File: config.mk
export PLATFORM = sky130hd
export DESIGN_NAME = rr_req_grant_arbiter
export DESIGN_NICKNAME = d
export VERILOG_FILES = /design/src/rtl/rr_req_grant_arbiter.sv
export SDC_FILE = /design/constraint.sdc
export NUM_CORES = 1
export LEC_CHECK = 0
export BUFFER_PORTS_ARGS = -buffer_cell sky130_fd_sc_hd__buf_4
export CAP_MARGIN = 0
export CELL_PAD_IN_SITES_DETAIL_PLACEMENT = 0
export CELL_PAD_IN_SITES_GLOBAL_PLACEMENT = 1
export CORE_UTILIZATION = 35
export CTS_BUF_LIST = sky130_fd_sc_hd__clkbuf_16
export CTS_CLUSTER_SIZE = 24
export DETAILED_ROUTE_END_ITERATION = 10
export PLACE_DENSITY = 0.69
export RECOVER_POWER = 25
export SETUP_SLACK_MARGIN = 0.2
export SLEW_MARGIN = 30
export SYNTH_ARGS = -nofsm -noshare
export SYNTH_HDL_FRONTEND = slang
export SYNTH_SLANG_ARGS = --single-unit
File: constraint.sdc
create_clock -name clk -period 5.26 [get_ports clk]
set_clock_uncertainty 0.1 [all_clocks]
set_input_delay 1.052 -clock clk [delete_from_list [all_inputs] [get_ports clk]]
set_output_delay 1.052 -clock clk [all_outputs]
set_load 0.1 [all_outputs]
File: src/rtl/rr_req_grant_arbiter.sv
// rr_req_grant_arbiter
//   Round-robin arbiter that shares one resource between N requesters using a
//   level req/grant handshake. An owner keeps the grant while it holds its
//   request. If another requester is waiting, the grant is taken from the
//   owner after MAX_HOLD consecutive cycles, which bounds the waiting latency.
//   Every output comes from a register, so the outputs can drive the resource
//   select directly.
//
// Ports
//   clk          rising-edge clock
//   rst          synchronous active-high reset
//   req[N]       level request per requester (bit i = requester i)
//   grant[N]     registered one-hot grant, or all zero
//   grant_valid  OR of grant
//   grant_id     index of the current owner, 0 when no grant is active
//   preempt      one-cycle pulse in the cycle a grant was taken by hold expiry
//   hold_cnt     cycles the current owner has held the grant, saturates at MAX_HOLD
module rr_req_grant_arbiter #(
  parameter int N        = 4,
  parameter int MAX_HOLD = 8,
  localparam int IDW     = $clog2(N),
  localparam int HCW     = $clog2(MAX_HOLD + 1)
) (
  input  logic           clk,
  input  logic           rst,
  input  logic [N-1:0]   req,
  output logic [N-1:0]   grant,
  output logic           grant_valid,
  output logic [IDW-1:0] grant_id,
  output logic           preempt,
  output logic [HCW-1:0] hold_cnt
);

  typedef enum logic [0:0] {
    S_IDLE  = 1'b0,
    S_GRANT = 1'b1
  } state_t;

  localparam logic [HCW-1:0] HOLD_MAX = HCW'(MAX_HOLD);
  localparam logic [HCW-1:0] HOLD_ONE = HCW'(1);
  localparam logic [IDW-1:0] LAST_RST = IDW'(N - 1);

  // Round-robin scan starting at last+1. The loop runs from the farthest
  // candidate to the nearest, so the nearest requester overrides the others.
  // The result is {found, index}.
  function automatic logic [IDW:0] rr_pick(input logic [N-1:0] r,
                                           input logic [IDW-1:0] last);
    logic [IDW:0]   res;
    logic [IDW-1:0] idx_v;
    int             idx;
    res = '0;
    for (int k = N; k >= 1; k--) begin
      idx   = (int'(last) + k) % N;
      idx_v = IDW'(idx);
      if (r[idx_v]) begin
        res = {1'b1, idx_v};
      end else begin
        res = res;
      end
    end
    return res;
  endfunction

  function automatic logic [N-1:0] onehot(input logic [IDW-1:0] i);
    return {{(N-1){1'b0}}, 1'b1} << i;
  endfunction

  state_t         state_q, state_d;
  logic [N-1:0]   grant_q, grant_d;
  logic [IDW-1:0] grant_id_q, grant_id_d;
  logic [IDW-1:0] last_q, last_d;
  logic [HCW-1:0] hold_q, hold_d;
  logic           preempt_q, preempt_d;

  logic [IDW:0]   pick_all;
  logic [IDW:0]   pick_oth;
  logic           owner_req;

  // last_q always equals the current owner while a grant is active, so the
  // scan that excludes the owner visits the owner's successors first.
  assign pick_all  = rr_pick(req, last_q);
  assign pick_oth  = rr_pick(req & ~grant_q, last_q);
  assign owner_req = req[grant_id_q];

  // State register and registered outputs.
  always_ff @(posedge clk) begin
    if (rst) begin
      state_q    <= S_IDLE;
      grant_q    <= '0;
      grant_id_q <= '0;
      last_q     <= LAST_RST;
      hold_q     <= '0;
      preempt_q  <= 1'b0;
    end else begin
      state_q    <= state_d;
      grant_q    <= grant_d;
      grant_id_q <= grant_id_d;
      last_q     <= last_d;
      hold_q     <= hold_d;
      preempt_q  <= preempt_d;
    end
  end

  // Next-state logic.
  always_comb begin
    state_d = state_q;
    case (state_q)
      S_IDLE: begin
        if (pick_all[IDW]) state_d = S_GRANT;
        else               state_d = S_IDLE;
      end
      S_GRANT: begin
        if (!owner_req && !pick_oth[IDW]) state_d = S_IDLE;
        else                              state_d = S_GRANT;
      end
      default: state_d = S_IDLE;
    endcase
  end

  // Output logic. It computes the next values of the registered outputs.
  always_comb begin
    grant_d    = grant_q;
    grant_id_d = grant_id_q;
    last_d     = last_q;
    hold_d     = hold_q;
    preempt_d  = 1'b0;
    case (state_q)
      S_IDLE: begin
        if (pick_all[IDW]) begin
          grant_d    = onehot(pick_all[IDW-1:0]);
          grant_id_d = pick_all[IDW-1:0];
          last_d     = pick_all[IDW-1:0];
          hold_d     = HOLD_ONE;
        end else begin
          grant_d    = '0;
          grant_id_d = '0;
          hold_d     = '0;
        end
      end
      S_GRANT: begin
        if (!owner_req) begin
          // The owner released. Hand off directly if someone is waiting, so no idle gap.
          if (pick_oth[IDW]) begin
            grant_d    = onehot(pick_oth[IDW-1:0]);
            grant_id_d = pick_oth[IDW-1:0];
            last_d     = pick_oth[IDW-1:0];
            hold_d     = HOLD_ONE;
          end else begin
            grant_d    = '0;
            grant_id_d = '0;
            hold_d     = '0;
          end
        end else if (hold_q == HOLD_MAX && pick_oth[IDW]) begin
          // The hold budget is used up while another requester waits: rotate.
          grant_d    = onehot(pick_oth[IDW-1:0]);
          grant_id_d = pick_oth[IDW-1:0];
          last_d     = pick_oth[IDW-1:0];
          hold_d     = HOLD_ONE;
          preempt_d  = 1'b1;
        end else if (hold_q < HOLD_MAX) begin
          hold_d = hold_q + HOLD_ONE;
        end else begin
          hold_d = hold_q;
        end
      end
      default: begin
        grant_d    = '0;
        grant_id_d = '0;
        hold_d     = '0;
      end
    endcase
  end

  assign grant       = grant_q;
  assign grant_valid = |grant_q;
  assign grant_id    = grant_id_q;
  assign preempt     = preempt_q;
  assign hold_cnt    = hold_q;

endmodule

==> flow_summary.json <==
{
  "synth_flop_cell": "dfxtp_1",
  "via_per_inst": 5.88,
  "placed_cell_area_um2": 1140,
  "worst-path-buf-inv": 1,
  "finalInstanceArea_um2": 1200,
  "syn-instance-count": 113,
  "maxCapViolCount": 0,
  "grt_use_total_pct": 17.2,
  "final_nets": 140,
  "grt_max_degree": 16,
  "cts.path.max_buffers": 2,
  "cts_tree": "built",
  "cts_hold_buf": 0,
  "coreArea_um2": 2570,
  "required_ns": 4.11,
  "first_global_vias": 849,
  "cts_setup_buffers": 0,
  "hpwl_um": 1850,
  "dr.pass1.iters": 4,
  "end_kind": "output port",
  "die-width_um": 55.2,
  "io_buffer_count": 17,
  "status": "finished clean",
  "synth_top_area_share_pct": 28.3,
  "worst-slew-pin-transition_ns": 1.16,
  "synth_cell_type_count": 51,
  "syn_nets": 121,
  "clock-sinks": 14,
  "cts_buffers": 3,
  "slew_headroom_pct": 22.8,
  "critPathMaxStageDelay_ns": 0.88,
  "worstSetupPathType": "reg2out",
  "cts_root_buffer": "clkbuf_16",
  "synth-xor-area-share_pct": 0.884,
  "synth_edf_count": 0,
  "worst-endpoint-arrival_ns": 1.51,
  "crit_family": "buffers and inverters",
  "crit_chain": "clkbuf_1",
  "p_leak_nw": 0.481,
  "synth-async-reset-ratio_pct": 0,
  "grt-ovfl-total": 0,
  "antenna_cells": 0,
  "ys_seq_area_share_pct": 28.3,
  "place_ws_ns": 2.66,
  "final.setup.worst_slack_ns": 2.60,
  "setup_viol": 0,
  "drt-total-wl_um": 2460,
  "synth_area_leader_cell": "dfxtp_1",
  "vdd_drop_max_uv": 248,
  "avgSynthCellArea_um2": 8.77,
  "hold_viol": 0,
  "htreeDepth": 1,
  "area_delta_synth_final_pct": 20.8,
  "fin_crit_sh_pct": 50.6,
  "netlist_area_um2": 991,
  "synth-seq-cells": 14,
  "wl_per_cell_um": 15.3,
  "antenna_left": 0,
  "crit_path_start_kind": "register",
  "fin_crit_ns": 2.66,
  "dieArea_um2": 3050,
  "cts.repair.resized": 0,
  "clock.fmax_mhz": 376,
  "clock_latency_ns": 0.24,
  "drt_iter0_markers": 26,
  "synth_mux_area_share_pct": 4.29,
  "synth_compound_area_share_pct": 27.5,
  "cp_slowest_cell": "clkbuf_1",
  "io_pins": 18,
  "vias": 946,
  "tns_ns": 0,
  "fp-row-count": 18,
  "clk_pin_slew_ns": 0.05,
  "yosysWarnings": 0,
  "synthAdderAreaFrac_pct": 2.53,
  "fillers": 277,
  "rsz0062_at_grt": "false",
  "grt_first_pass_wirelength_um": 4170,
  "drc": 0,
  "gp_congestion": 0.800,
  "slew_viol_final": 0,
  "yosys.area_share.simple_pct": 33.1,
  "min_path_type": "reg2reg",
  "crit_fanout": 5,
  "antenna_found_initial": 0,
  "synth_top_family_by_area": "simple AND/OR/NAND/NOR gates",
  "start_util_pct": 38.6,
  "drive_gt1_share_pct": 22.9,
  "power_density_nw_per_um2": 405,
  "synthTopCellsByArea": "dfxtp_1, nand2b_1, nor3_1",
  "fp.dieH_um": 55.2
}
-- report_power, final --
group          total (mW)  internal [mW]  leakage (nW)  switching [mW]
sequential          0.139          0.118         0.115          0.0213
clock               0.146          0.101        0.0385          0.0449
combinational       0.199         0.0580         0.327           0.141
total               0.485          0.277         0.481           0.208
-- flip-flops by register name (all words and copies together) (netlist names) --
register / flops
grant_id: 2
last_q: 2
grant: 4
preempt: 1
state_q: 1
hold_cnt: 4
-- synth_stat cells, types with 2 or more instances --
cell	instances
a211oi_1	2
a211oi_2	3
a21o_1	2
a21oi_1	7
a311oi_1	3
a31oi_1	2
clkbuf_1	2
dfxtp_1	14
ha_1	2
inv_1	3
mux2i_1	2
nand2_1	6
nand2b_1	7
nand3_1	2
nor2_1	9
nor2b_1	2
nor3_1	8
o21ai_0	2
or3_1	2
or3b_1	2
-- placed cells by master (no fill, tap or decap), types with 2 or more instances in the layout --
cell type and n:
a21oi_1 7, a211oi_1 2, buf_4 12, inv_1 3
nor2b_1 2, a21o_1 2, a31oi_1 2, nand2_1 6
clkbuf_16 3, mux2i_1 2, ha_1 2, a211oi_2 3
o21ai_0 3, clkbuf_1 5, or3_1 2, nor3_1 8
or3b_1 2, nor2_1 9, nand2b_1 7, nand3_1 2
a311oi_1 3, dfxtp_1 14
-- tightest hold or removal path, cell delays in order, from the launching register on --
cell and delay (ns):
dfxtp_1 0.32, nand2_1 0.06, a21oi_1 0.05
-- final timing paths --
path,from,cells past startpoint,end,slack (ns)
worst max-delay path,hold_cnt[1],1,hold_cnt[1],2.60
worst max register to register,last_q[1],5,grant[2],3.35
worst min-delay path,grant_id[1],2,grant_id[1],0.39
worst min register to register,grant_id[1],2,grant_id[1],0.39
-- stage by stage --
step | power, mW | util, % | hold WS, ns | cells
finish | 0.485 | 46.6 | 0.390 | 161
global route | 0.508 | 46.6 | 0.424 | 161
CTS | 0.492 | 47.4 | 0.390 | 161
detailed placement | 0.343 | 44.3 | 0.383 | 157
global placement | 0.343 | 44.3 | 0.388 | 157
floorplan | 0.302 | - | 0.430 | 113
-- area by class of cell --
| cell class | count | area [um2] | area share (%) |
|---|---|---|---|
| Tap cell | 30 | 37.5 | 3.13 |
| Sequential cell | 14 | 280 | 23.4 |
| Clock inverter | 1 | 3.75 | 0.313 |
| Multi-Input combinational cell | 92 | 677 | 56.5 |
| Timing Repair Buffer | 17 | 109 | 9.09 |
| Inverter | 4 | 15.0 | 1.25 |
| Clock buffer | 3 | 75.1 | 6.27 |
-- kinds of logic after synthesis --
kind of cell             Yosys count
AND/OR/NAND/NOR                   53
AO/OA/AOI/OAI                     33
flip-flops                        14
buffers and inverters              7
multiplexers                       3
adder cells (fa/ha/maj)            2
XOR/XNOR                           1
-- metal layers --
layer / global-route usage, % / wire, um / up-vias
met4: 7.86 / 54 / 0
li1: - / - / 468
met1: 22.6 / 1180 / 449
met2: 26.7 / 1130 / 22
met3: 3.75 / 99 / 7
met5: 0 / 0 / -
(Power assumes the default switching activity.)
